## src/rtl/btn_pulse_conditioner.sv

```systemverilog
// btn_pulse_conditioner
//   Turns one raw push-button into clean single-cycle events for the
//   clock/stopwatch/alarm controller: 2-FF synchronizer, debounce, then an
//   edge/hold event generator with auto-repeat for fast set-mode stepping.
//
// Ports
//   clk_100MHz     in   system clock, all logic on posedge
//   reset          in   synchronous active-low reset (0 = reset)
//   btn_in         in   raw asynchronous button, 1 = pressed
//   btn_level      out  debounced button level
//   press_pulse    out  one cycle on debounced 0->1
//   release_pulse  out  one cycle on debounced 1->0
//   long_pulse     out  one cycle when held LONG_PRESS_CYCLES after press
//   repeat_pulse   out  one cycle at the long point, then every REPEAT_CYCLES
//
// state   | meaning
// --------+---------------------------------------------------
// IDLE    | debounced level 0
// PRESSED | debounced level 1, counting toward the long point
// HELD    | debounced level 1, past long point, auto-repeating

module btn_pulse_conditioner #(
    parameter int DEBOUNCE_CYCLES   = 2_000_000,
    parameter int LONG_PRESS_CYCLES = 100_000_000,
    parameter int REPEAT_CYCLES     = 20_000_000
) (
    input  logic clk_100MHz,
    input  logic reset,
    input  logic btn_in,
    output logic btn_level,
    output logic press_pulse,
    output logic release_pulse,
    output logic long_pulse,
    output logic repeat_pulse
);

    localparam int DB_W   = $clog2(DEBOUNCE_CYCLES + 1);
    localparam int HOLD_W = $clog2(LONG_PRESS_CYCLES + 1);
    localparam int REP_W  = $clog2(REPEAT_CYCLES + 1);

    localparam logic [DB_W-1:0]   DB_LAST   = DB_W'(DEBOUNCE_CYCLES - 1);
    localparam logic [HOLD_W-1:0] HOLD_LAST = HOLD_W'(LONG_PRESS_CYCLES - 1);
    localparam logic [REP_W-1:0]  REP_LAST  = REP_W'(REPEAT_CYCLES - 1);

    typedef enum logic [1:0] {
        IDLE    = 2'd0,
        PRESSED = 2'd1,
        HELD    = 2'd2
    } state_t;

    state_t            state_q, state_d;
    logic              s1_q, s1_d;
    logic              s2_q, s2_d;
    logic              level_q, level_d;
    logic [DB_W-1:0]   db_cnt_q, db_cnt_d;
    logic [HOLD_W-1:0] hold_cnt_q, hold_cnt_d;
    logic [REP_W-1:0]  rep_cnt_q, rep_cnt_d;
    logic              press_q, press_d;
    logic              release_q, release_d;
    logic              long_q, long_d;
    logic              repeat_q, repeat_d;

    logic              accept;
    logic              rise;
    logic              fall;

    always_comb begin
        s1_d       = btn_in;
        s2_d       = s1_q;

        // Debounce: the counter only runs while the synchronized input
        // disagrees with the accepted level; any agreement restarts it.
        level_d    = level_q;
        db_cnt_d   = '0;
        accept     = 1'b0;
        if (s2_q != level_q) begin
            if (db_cnt_q == DB_LAST) begin
                accept  = 1'b1;
                level_d = s2_q;
            end else begin
                db_cnt_d = db_cnt_q + DB_W'(1);
            end
        end
        rise = accept & s2_q;
        fall = accept & ~s2_q;

        state_d    = state_q;
        hold_cnt_d = hold_cnt_q;
        rep_cnt_d  = rep_cnt_q;
        press_d    = 1'b0;
        release_d  = 1'b0;
        long_d     = 1'b0;
        repeat_d   = 1'b0;

        case (state_q)
            IDLE: begin
                if (rise) begin
                    state_d    = PRESSED;
                    press_d    = 1'b1;
                    hold_cnt_d = '0;
                end
            end
            PRESSED: begin
                // A release landing on the long point wins over long/repeat.
                if (fall) begin
                    state_d    = IDLE;
                    release_d  = 1'b1;
                    hold_cnt_d = '0;
                    rep_cnt_d  = '0;
                end else if (hold_cnt_q == HOLD_LAST) begin
                    state_d    = HELD;
                    long_d     = 1'b1;
                    repeat_d   = 1'b1;
                    hold_cnt_d = '0;
                    rep_cnt_d  = '0;
                end else begin
                    hold_cnt_d = hold_cnt_q + HOLD_W'(1);
                end
            end
            HELD: begin
                if (fall) begin
                    state_d    = IDLE;
                    release_d  = 1'b1;
                    hold_cnt_d = '0;
                    rep_cnt_d  = '0;
                end else if (rep_cnt_q == REP_LAST) begin
                    repeat_d  = 1'b1;
                    rep_cnt_d = '0;
                end else begin
                    rep_cnt_d = rep_cnt_q + REP_W'(1);
                end
            end
            default: begin
                state_d    = IDLE;
                hold_cnt_d = '0;
                rep_cnt_d  = '0;
            end
        endcase
    end

    // Reset drops straight to IDLE without a release event; a button still
    // held afterwards has to re-debounce as a fresh press.
    always_ff @(posedge clk_100MHz) begin
        if (!reset) begin
            state_q    <= IDLE;
            s1_q       <= 1'b0;
            s2_q       <= 1'b0;
            level_q    <= 1'b0;
            db_cnt_q   <= '0;
            hold_cnt_q <= '0;
            rep_cnt_q  <= '0;
            press_q    <= 1'b0;
            release_q  <= 1'b0;
            long_q     <= 1'b0;
            repeat_q   <= 1'b0;
        end else begin
            state_q    <= state_d;
            s1_q       <= s1_d;
            s2_q       <= s2_d;
            level_q    <= level_d;
            db_cnt_q   <= db_cnt_d;
            hold_cnt_q <= hold_cnt_d;
            rep_cnt_q  <= rep_cnt_d;
            press_q    <= press_d;
            release_q  <= release_d;
            long_q     <= long_d;
            repeat_q   <= repeat_d;
        end
    end

    assign btn_level     = level_q;
    assign press_pulse   = press_q;
    assign release_pulse = release_q;
    assign long_pulse    = long_q;
    assign repeat_pulse  = repeat_q;

endmodule

```

## config.mk

```make
export PLATFORM = sky130hd
export DESIGN_NAME = btn_pulse_conditioner
export DESIGN_NICKNAME = d
export VERILOG_FILES = /design/src/rtl/btn_pulse_conditioner.sv
export SDC_FILE = /design/constraint.sdc
export NUM_CORES = 1
export LEC_CHECK = 0
export BUFFER_PORTS_ARGS = -buffer_cell sky130_fd_sc_hd__buf_2
export CORE_ASPECT_RATIO = 0.9
export CORE_UTILIZATION = 50
export DETAILED_ROUTE_END_ITERATION = 12
export PLACE_DENSITY = 0.63
export SYNTH_ARGS = -nofsm -noshare
export SYNTH_HDL_FRONTEND = slang
export SYNTH_SLANG_ARGS = --single-unit
```

## constraint.sdc

```tcl
create_clock -name clk_100MHz -period 2.9 [get_ports clk_100MHz]
set_input_delay 0.58 -clock clk_100MHz [delete_from_list [all_inputs] [get_ports clk_100MHz]]
set_output_delay 0.58 -clock clk_100MHz [all_outputs]
set_load 0.05 [all_outputs]
```

==> results.sh <==
export IMPL_syn_nets=520
export IMPL_antenna_found_initial=0
export IMPL_worstHoldStart="btn_in"
export IMPL_p_total_w=0.001984
export IMPL_met1_usage_pct=32.65
export IMPL_synthArstFlopShare_pct=0
export IMPL_cp_startpoint="db_cnt_q[0]$_SDFF_PP0_"
export IMPL_ant_nets=0
export IMPL_drc=0
export IMPL_nNetsFinal=530
export IMPL_tns_ps=0
export IMPL_yosysSeqAreaShare_pct=38.60
export IMPL_status="finished, final reports clean"
export IMPL_dpl_cell_area_um2=4417
export IMPL_diodes=0
export IMPL_required_ps=3150
export IMPL_overflow=0
export IMPL_ys_seq_elements=82
export IMPL_ys_warn_count=0
export IMPL_cp_max_fo=12
export IMPL_layout_setup_ws_ps=306.5
export IMPL_groute_usage_overall_pct=23.39
export IMPL_r2r_start="db_cnt_q[0]$_SDFF_PP0_"
export IMPL_cts_path_max_buffers=2
export IMPL_synthesis_instances=511
export IMPL_rows=31
export IMPL_fill_cells=751
export IMPL_worst_ep_arrival_time_ps=2850
export IMPL_clock_latency_ps=370
export IMPL_cap_violations=0
export IMPL_power_density_nw_per_um2=430.1
export IMPL_drtPass1Iterations=5
export IMPL_finish_utilization_pct=56.64
export IMPL_tightest_slew_ps=874.9
export IMPL_numPortBuffers=7
export IMPL_startpoint_type="register"
export IMPL_fin_worst_skew_ps=7.912
export IMPL_path_class="reg -> reg"
export IMPL_grt_pass1_wl_um=16260
export IMPL_area_growth_pct=8.473
export IMPL_wl_per_cell_um=15.47
export IMPL_cts_tree="built"
export IMPL_design_area_um2=4613
export IMPL_period_needed_ps=2594
export IMPL_synth_edff_count=0
export IMPL_finalCritPeriodShare_pct=89.43
export IMPL_htree_num_levels=3
export IMPL_clock_sinks=82
export IMPL_layout_drive_gt1_share_pct=11.05
export IMPL_drt_iter0_drc=285
export IMPL_gp_congestion=0.8754
export IMPL_hold_end="s1_q$_SDFF_PN0_"
export IMPL_hold_viol=0
export IMPL_grt_max_degree=28
export IMPL_path_clk_slew_ps=80
export IMPL_synth_most_common_cell="dfxtp_1"
export IMPL_min_path_type="in -> reg"
export IMPL_vias_per_cell=5.936
export IMPL_die_h_um=89.50
export IMPL_hold_depth=2
export IMPL_regToRegSetupSlack_ps=310
export IMPL_finalSetupViolations=0
export IMPL_clock_root_buffer="clkbuf_8"
export IMPL_grt_pass1_vias=3368
export IMPL_met3_usage_pct=5.317
export IMPL_coreArea_um2=8145
export IMPL_ir_drop_mv=0.3138
export IMPL_synth_top_area_share_pct=38.60
export IMPL_finalMaxSlewViolations=0
export IMPL_worstRegToRegCells=8
export IMPL_dpl_worst_slack_ps=225.2
export IMPL_rsz0062_at_grt="false"
export IMPL_synth_area_um2=4253
export IMPL_slew_headroom_pct=41.46
export IMPL_die_w_um=99.22
export IMPL_dp_hpwl_um=6675
export IMPL_ys_flop_type="dfxtp_1"
export IMPL_worstSetupEndpointType="register"
export IMPL_synth_area_leaders="dfxtp_1 (39%), xnor2_1 (6.8%), nor2_1 (5.7%)"
export IMPL_die_area_um2=8879
export IMPL_num_vias=3704
export IMPL_routed_wl_um=9655
export IMPL_met2_usage_pct=35.80
export IMPL_fmax_mhz=385.6
export IMPL_gr_max_usage_layer="met2"
export IMPL_cts_buffers=9
export IMPL_ios=8
export IMPL_synth_largest_area_cell="dfxtp_1"
export IMPL_initial_utilization_pct=52.21
export IMPL_synth_cell_types=60
export IMPL_p_leak_nw=1.390
export IMPL_r2r_end="hold_cnt_q[13]$_SDFFE_PN0P_"
export IMPL_syn_avg_cell_area_um2=8.323
export IMPL_ys_top_cells_by_count="dfxtp_1 (82), nor2_1 (65), nand2_1 (50), a21oi_1 (36), xnor2_1 (33)"
layer usage:
layer | up-vias | routed length [µm]
met4 | 0 | 139
met2 | 78 | 4247
met5 | - | 0
met3 | 12 | 496
li1 | 1870 | -
met1 | 1744 | 4772
flip-flops by register name (all words and copies together), names as in the netlist:
signal         flops
repeat_pulse       1
state_q            2
rep_cnt_q         25
s1_q               1
long_pulse         1
btn_level          1
press_pulse        1
s2_q               1
db_cnt_q          21
release_pulse      1
hold_cnt_q        27
critical path, cell delays in order (launching register included):
cell      delay, ps
dfxtp_1         380
ha_1            220
nand4_1         260
or3_1           420
o22a_1          400
buf_4           290
a211oi_1        300
xnor2_1         160
nor2_1           50
cells by family after synthesis:
kind of cell | Yosys count | share of synthesized area [%]
muxes | 2 | 0.4707
xor gates and xnor gates | 42 | 8.650
buffers and inverters | 34 | 3.501
AOI/OAI and AO/OA | 97 | 16.30
DFF | 82 | 38.60
adders and majority gates | 6 | 1.765
and+or+nand+nor | 248 | 30.72
layout by cell type (no fill, tap or decap), types with 8 or more instances in the layout:
master     n
dfxtp_1   82
nor3_1    12
xnor2_1   33
and3_1    11
xor2_1     9
or4_1      8
nand2_1   50
a211oi_1  10
clkbuf_8   9
nand4_1   18
nand3_1   29
nor2_1    65
or3_1      8
a21oi_1   36
o21ai_0   18
buf_4     15
inv_1     11
metrics by stage:
step                      hold slack [ps]  instances
after floorplan                     411.9        511
after global placement              417.3        609
after detailed placement            421.8        609
after CTS                           408.3        624
after global routing                439.8        624
final                               420.2        624
power by group:
part | internal, W | switching [W] | leakage [nW] | total [W]
logic | 0.00000634 | 0.0000215 | 0.638 | 0.0000278
registers | 0.00113 | 0.00000101 | 0.661 | 0.00113
clock network | 0.000396 | 0.000433 | 0.0917 | 0.000829
total | 0.00153 | 0.000456 | 1.39 | 0.00198
worst max path at each step:
stage and endpoint:
2_1_floorplan rep_cnt_q[6]$_SDFFE_PN0P_, 3_3_place_gp rep_cnt_q[16]$_SDFFE_PN0P_, 3_5_place_dp rep_cnt_q[19]$_SDFFE_PN0P_, 4_1_cts rep_cnt_q[16]$_SDFFE_PN0P_
5_1_grt rep_cnt_q[20]$_SDFFE_PN0P_, 6_report hold_cnt_q[13]$_SDFFE_PN0P_
repair_timing:
item	4_1_cts	5_1_grt
endpoints found under the setup margin	0	2
setup buffers	0	0
gates resized for setup	0	1
hold buffers	0	0
final cells by class:
| cell class | instances | area (µm²) | area share, % |
|---|---|---|---|
| Timing Repair Buffer | 22 | 147.6 | 3.200 |
| Clock buffer | 9 | 123.9 | 2.685 |
| Inverter | 11 | 41.29 | 0.8950 |
| Sequential cell | 82 | 1642 | 35.58 |
| Multi-Input combinational cell | 395 | 2467 | 53.49 |
| Clock inverter | 6 | 67.56 | 1.465 |
| Tap cell | 99 | 123.9 | 2.685 |
No activity file was read; power rests on OpenSTA's default activity.
